`src/rtl/mcycle_issuer.sv`:
```
`default_nettype none
// ============================================================================
// Module      : mcycle_issuer
// Description : Processor-side initiator for the multi-cycle MUL/DIV unit.
//               Latches one request, runs the Start/Busy handshake, captures
//               the selected result half and stalls the pipeline meanwhile.
//               Optional watchdog: define MCYCLE_ISSUER_TIMEOUT_EN.
// Revision    : 1.0 - initial release
// ============================================================================
module mcycle_issuer #(
    parameter int WIDTH          = 32,
    parameter int TIMEOUT_CYCLES = 2 * WIDTH + 8
) (
    input  logic             CLK,
    input  logic             RESET,
    input  logic             Req,
    input  logic [1:0]       ReqOp,
    input  logic             ReqSel,
    input  logic [WIDTH-1:0] ReqA,
    input  logic [WIDTH-1:0] ReqB,
    output logic             Stall,
    output logic             Done,
    output logic [WIDTH-1:0] Result,
    output logic             Err,
    output logic             Start,
    output logic [1:0]       MCycleOp,
    output logic [WIDTH-1:0] Operand1,
    output logic [WIDTH-1:0] Operand2,
    input  logic [WIDTH-1:0] Result1,
    input  logic [WIDTH-1:0] Result2,
    input  logic             Busy
);

    typedef enum logic [1:0] {
        S_IDLE   = 2'd0,
        S_LAUNCH = 2'd1,
        S_WAIT   = 2'd2,
        S_DONE   = 2'd3
    } state_t;

    state_t           state;
    logic [1:0]       op_q;
    logic             sel_q;
    logic [WIDTH-1:0] a_q;
    logic [WIDTH-1:0] b_q;
    logic [WIDTH-1:0] result_q;

    if (TIMEOUT_CYCLES < 1) begin : g_bad_timeout
        $error("mcycle_issuer: TIMEOUT_CYCLES must be at least 1");
    end

`ifdef MCYCLE_ISSUER_TIMEOUT_EN
    localparam int CNT_W = $clog2(TIMEOUT_CYCLES + 1);

    logic [CNT_W-1:0] tmo_cnt;
    logic             err_q;
    logic             tmo_hit;
    logic             active;

    assign active  = (state == S_LAUNCH) || (state == S_WAIT);
    // Counter reads TIMEOUT_CYCLES-1 in the last allowed active cycle.
    assign tmo_hit = active && (tmo_cnt == CNT_W'(TIMEOUT_CYCLES - 1));
`endif

    always_ff @(posedge CLK or posedge RESET) begin
        if (RESET) begin
            state    <= S_IDLE;
            op_q     <= 2'b00;
            sel_q    <= 1'b0;
            a_q      <= '0;
            b_q      <= '0;
            result_q <= '0;
`ifdef MCYCLE_ISSUER_TIMEOUT_EN
            tmo_cnt  <= '0;
            err_q    <= 1'b0;
`endif
        end else begin
            case (state)
                S_IDLE: begin
                    if (Req) begin
                        op_q  <= ReqOp;
                        sel_q <= ReqSel;
                        a_q   <= ReqA;
                        b_q   <= ReqB;
                        state <= S_LAUNCH;
                    end
                end
                S_LAUNCH: begin
                    if (Busy) begin
                        state <= S_WAIT;
                    end
                end
                S_WAIT: begin
                    if (!Busy) begin
                        result_q <= sel_q ? Result2 : Result1;
                        state    <= S_DONE;
                    end
                end
                S_DONE: begin
                    state <= S_IDLE;
                end
                default: begin
                    state <= S_IDLE;
                end
            endcase

`ifdef MCYCLE_ISSUER_TIMEOUT_EN
            if (state == S_IDLE) begin
                tmo_cnt <= '0;
            end else if (active) begin
                tmo_cnt <= tmo_cnt + CNT_W'(1);
            end

            if (state == S_DONE) begin
                err_q <= 1'b0;
            end

            // A genuine completion on the same edge wins over the watchdog.
            if (tmo_hit && !((state == S_WAIT) && !Busy)) begin
                state    <= S_DONE;
                result_q <= '0;
                err_q    <= 1'b1;
            end
`endif
        end
    end

    assign Start    = (state == S_LAUNCH);
    assign Done     = (state == S_DONE);
    assign Stall    = ((state == S_IDLE) && Req) || (state == S_LAUNCH) || (state == S_WAIT);
    assign MCycleOp = op_q;
    assign Operand1 = a_q;
    assign Operand2 = b_q;
    assign Result   = result_q;

`ifdef MCYCLE_ISSUER_TIMEOUT_EN
    assign Err = err_q;
`else
    assign Err = 1'b0;
`endif

endmodule
`default_nettype wire

```
`config.mk`:
```
export PLATFORM = sky130hd
export DESIGN_NAME = mcycle_issuer
export DESIGN_NICKNAME = d
export VERILOG_FILES = /design/src/rtl/mcycle_issuer.sv
export SDC_FILE = /design/constraint.sdc
export NUM_CORES = 1
export LEC_CHECK = 0
export CORE_MARGIN = 4
export CORE_UTILIZATION = 30
export CTS_BUF_LIST = sky130_fd_sc_hd__clkbuf_4 sky130_fd_sc_hd__clkbuf_8
export CTS_CLUSTER_DIAMETER = 80
export CTS_CLUSTER_SIZE = 14
export DETAILED_ROUTE_END_ITERATION = 12
export PLACE_DENSITY = 0.67
export RECOVER_POWER = 50
export SLEW_MARGIN = 0
export SYNTH_ARGS = -nofsm -noshare
export SYNTH_HDL_FRONTEND = slang
export SYNTH_SLANG_ARGS = --single-unit
```
`constraint.sdc`:
```
create_clock -name CLK -period 4 [get_ports CLK]
set_clock_uncertainty 0.15 [all_clocks]
set_input_delay 0.8 -clock CLK [delete_from_list [all_inputs] [get_ports CLK]]
set_output_delay 0.8 -clock CLK [all_outputs]
set_load 0.03 [all_outputs]
```
Word level (Yosys, flattened, before mapping)
Index checks and enable logic that the tools add are counted.
- input bits: 135
- word-level logic and storage cells: 25
- register bits: 101
- output and inout bits: 102
- reductions and logical operators: 7
- eq/ne operators: 6
- muxes and demuxes: 5
- bitwise operators: 1
- operator list (operator ; count):
    $mux 32 ; 1
    $pmux 2 s4 ; 1
    $mux 2 ; 3
    $eq 2x2->1 const B ; 2
    $ne 2x2->1 const B ; 2
    $reduce_and 2->1 ; 2
    $reduce_and 3->1 ; 1
    $eq 2x1->1 const B ; 1
    $logic_not 2->1 ; 1
    $logic_or 1x1->1 ; 2
    $ne 2x1->1 const B ; 1
    $logic_and 1x1->1 ; 1
    $not 1->1 ; 1

Depth between registers and ports, before layout
- word-level depth: 4
- gate-level depth with buffers: 7
- mapped depth without buffers: 5

Worst setup path after synthesis
Ideal clock, no wire load.
- path type: in2out
- start: input Req
- end: output Stall
- buffers on the path: 2
- path slack: 1629 ps
- data required time: 3050 ps
- stages: 4
- data arrival time: 1421 ps
- cell sequence: nand2_1 buf_6 buf_6 nand2_1
- word-level cells in the longest chain between the ends: 3
- ends and longest elaborated chain (item ; line ; text):
    from (decl) ; 16 ; input logic Req,
    $logic_and 1x1->1 ; 130 ; assign Stall = ((state == S_IDLE) && Req) || (state == S_LAUNCH) || (state == S_WAIT);
    $logic_or 1x1->1 (2 in a row) ; 130 ;
    to (decl) ; 21 ; output logic Stall,
Every way passes these cells.

Final worst setup path
Same ends and word-level chain as after synthesis.

==> impl_metrics.env <==
export IMPL_critPathArrivalTime_ns=2.12
export IMPL_fp_coreArea_um2=13800
export IMPL_hold_start="Result[14]"
export IMPL_r2r_end="Result[3]"
export IMPL_dp_hpwl_mm=8.54
export IMPL_yosys_top_cells_area="dfrtp_1 60%, mux2_2 13%, mux2i_1 8.1%"
export IMPL_yosysWarnings=0
export IMPL_n_antenna_cell=0
export IMPL_cp_slowest_cell="clkdlybuf4s50_1"
export IMPL_rows=43
export IMPL_ys_ff_latch=101
export IMPL_cts_resized=0
export IMPL_r2r_start="state[0]"
export IMPL_p_sw_share_pct=41.7
export IMPL_grt_usage_pct=14.0
export IMPL_firstDrtPassIters=4
export IMPL_crit_fanout=2
export IMPL_p_seq_share_pct=32.5
export IMPL_synthArstFlopShare_pct=100
export IMPL_slew_headroom_pct=-20.8
export IMPL_fin_crit_sh_pct=76.9
export IMPL_synthTopCellsByCount="101 x dfrtp_1, 49 x mux2_2, 34 x mux2i_1, 34 x nand2_1, 33 x o21ai_0"
export IMPL_synth_most_common_cell="dfrtp_1"
export IMPL_h_tree_depth=3
export IMPL_grt_first_pass_wirelength_mm=17.9
export IMPL_fin_setup_tns_ns=0
export IMPL_fin_crit_ns=3.07
export IMPL_yosys_area_top_type="dfrtp_1"
export IMPL_clkPwrFrac_pct=11.8
export IMPL_maxCapViolCount=2
export IMPL_instances_no_fill=716
export IMPL_multi_input_area_um2=1560
export IMPL_p_switching_mw=2.39
export IMPL_r2r_cells=4
export IMPL_antenna_found_initial=0
export IMPL_num_io_pins=237
export IMPL_p_int_mw=3.34
export IMPL_start_util_pct=30.5
export IMPL_rsz0062_at_grt="false"
export IMPL_power_density_nw_per_um2=829
export IMPL_drt_wl_total_mm=11.2
export IMPL_grt_max_degree=68
export IMPL_critPathKind="primary input to primary output"
export IMPL_comb_power_share_pct=55.8
export IMPL_place_ws_ns=0.902
export IMPL_drt_initial_drc_count=118
export IMPL_wl_per_cell_um=15.6
export IMPL_grt_pass1_vias=3564
export IMPL_tightest_slew_ns=1.80
export IMPL_critPathMaxStageDelay_ns=0.68
export IMPL_synth_nets=442
export IMPL_vias=3125
export IMPL_hold_end="Result[14]"
export IMPL_synth_top_area_share_pct=60.0
export IMPL_syn_area_um2=4210
export IMPL_startpoint="Req"
export IMPL_fin_area_um2=6920
export IMPL_clkTransAtPathRegs_ns=0.09
export IMPL_die_width_um=127
export IMPL_regArea_um2=2530
export IMPL_cp_data_required_time_ns=3.05
export IMPL_finalMaxSlewViolations=106
export IMPL_path_cells="clkdlybuf4s50_1 > nand2_4 > nand2_1 > clkdlybuf4s50_1"
export IMPL_clk_latency_ns=0.37
export IMPL_dieArea_um2=16000
export IMPL_drc=0
export IMPL_root_buffer="clkbuf_8"
export IMPL_ys_flop_type="dfrtp_1"
export IMPL_fillers=1190
export IMPL_leakage_nw=3.04
export IMPL_placement_io_buffers=235
export IMPL_yosys_cell_types_count=15
export IMPL_cts_tree="built"
export IMPL_violations="capacitance limit, slew limit"
export IMPL_synthCells=302
export IMPL_hold_slack_ns=0.331
export IMPL_drive_gt1_share_pct=16.6
export IMPL_hold_viol_final=0
export IMPL_hold_class="flip-flop to flip-flop"
export IMPL_synthToLayoutAreaGrowth_pct=64.1
export IMPL_endpoint_kind="primary output"
export IMPL_final_setup_worst_slack_ns=0.926
export IMPL_yosysSeqAreaShare_pct=60.0
export IMPL_synth_edf_count=0
export IMPL_cts_hold_buf=0
export IMPL_cp_common_cell="clkdlybuf4s50_1"
export IMPL_postSynthAreaPerCell_um2=14.0
export IMPL_postCtsSetupBuffers=0
export IMPL_via_per_inst=4.36
export IMPL_status="finished, violations left"
export IMPL_cts_buffers_inserted=9
export IMPL_ant_nets=0
export IMPL_r2r_slack_ns=1.34
export IMPL_grt_overflow=0
export IMPL_hold_path_cell_count=2
export IMPL_cts_max_path_buffers=2
export IMPL_routabilityCongestion=0.783
export IMPL_fmax_mhz=325
export IMPL_ir_worst_vdd_v=0.000522
export IMPL_nNetsFinal=671
export IMPL_final_core_util_pct=50.0
export IMPL_p_total_mw=5.73
export IMPL_setup_viol=0
export IMPL_placed_cells=700
export IMPL_start_kind="primary input"
export IMPL_die_height_um=127
export IMPL_postPlaceCellArea_um2=6710
export IMPL_cts_sinks=101
==> worst max-delay path, delay by kind of cell <==
kind	cells	cell delay (ns)
buffers and inverters	2	1.20
AND/OR/NAND/NOR	2	0.11
==> flip-flops by register name, summed over array words and instances, names as in the netlist <==
register  count
Operand2     32
state         2
sel_q         1
MCycleOp      2
Result       32
Operand1     32
==> worst max path at each step <==
stage / end / depth (start not counted)
floorplan: MCycleOp[0] / 1
global placement: Stall / 4
detailed placement: Stall / 4
CTS: Stall / 4
global route: Result[11] / 3
finish: Stall / 4
==> routing by layer <==
layer	GRT usage (%)	routed length, µm	part of all wire, %
met5	0	0	0
met4	5.11	172	1.5
met3	5.85	1200	11
met2	23.9	5470	49
met1	15.6	4330	39
==> placed cells by master, fill, tap and decap left out, drive strengths merged <==
cell / synthesis / layout
nand2b: 1 / 1
bufinv: 0 / 1
buf: 17 / 2
clkbuf: 2 / 10
nor2: 2 / 2
mux2i: 34 / 34
ha: 5 / 5
dlygate4sd3: 0 / 34
clkdlybuf4s50: 0 / 201
clkinvlp: 0 / 4
clkinv: 0 / 1
nand2: 34 / 34
o21ai: 33 / 33
mux2: 68 / 68
inv: 4 / 4
conb: 1 / 1
dfrtp: 101 / 101
==> final cells by class <==
cell class / count / share of cell area [%]
sequential: 101 / 36.6
timing repair buffer: 237 / 34.4
multi-input combinational: 178 / 22.5
tap: 180 / 3.26
clock buffer: 10 / 1.99
clock inverter: 6 / 1.01
inverter: 4 / 0.235
==> cells by family (layout without fill, tap and decap cells) <==
logic type      after synthesis  count (layout)  share of synthesized area, %
compound gates               33              33                          3.92
flops                       101             101                          60.0
simple gates                 37              37                          3.36
mux                         102             102                          27.9
buf+inv                      23             257                          3.24
other cells                   1               1                        0.0890
fa+ha+maj                     5               5                          1.48
==> power by group through the flow <==
| stage | registers (mW) | clock network (mW) | logic, mW |
|---|---|---|---|
| final | 1.86 | 0.674 | 3.20 |
| after global placement | 1.86 | 0 | 3.25 |
| after detailed placement | 1.90 | 0 | 3.29 |
| after CTS | 1.88 | 0.711 | 3.30 |
| after floorplan | 2.78 | 0 | 1.03 |
| after global routing | 1.94 | 0.746 | 3.39 |
No activity file was read; power rests on OpenSTA's default activity.
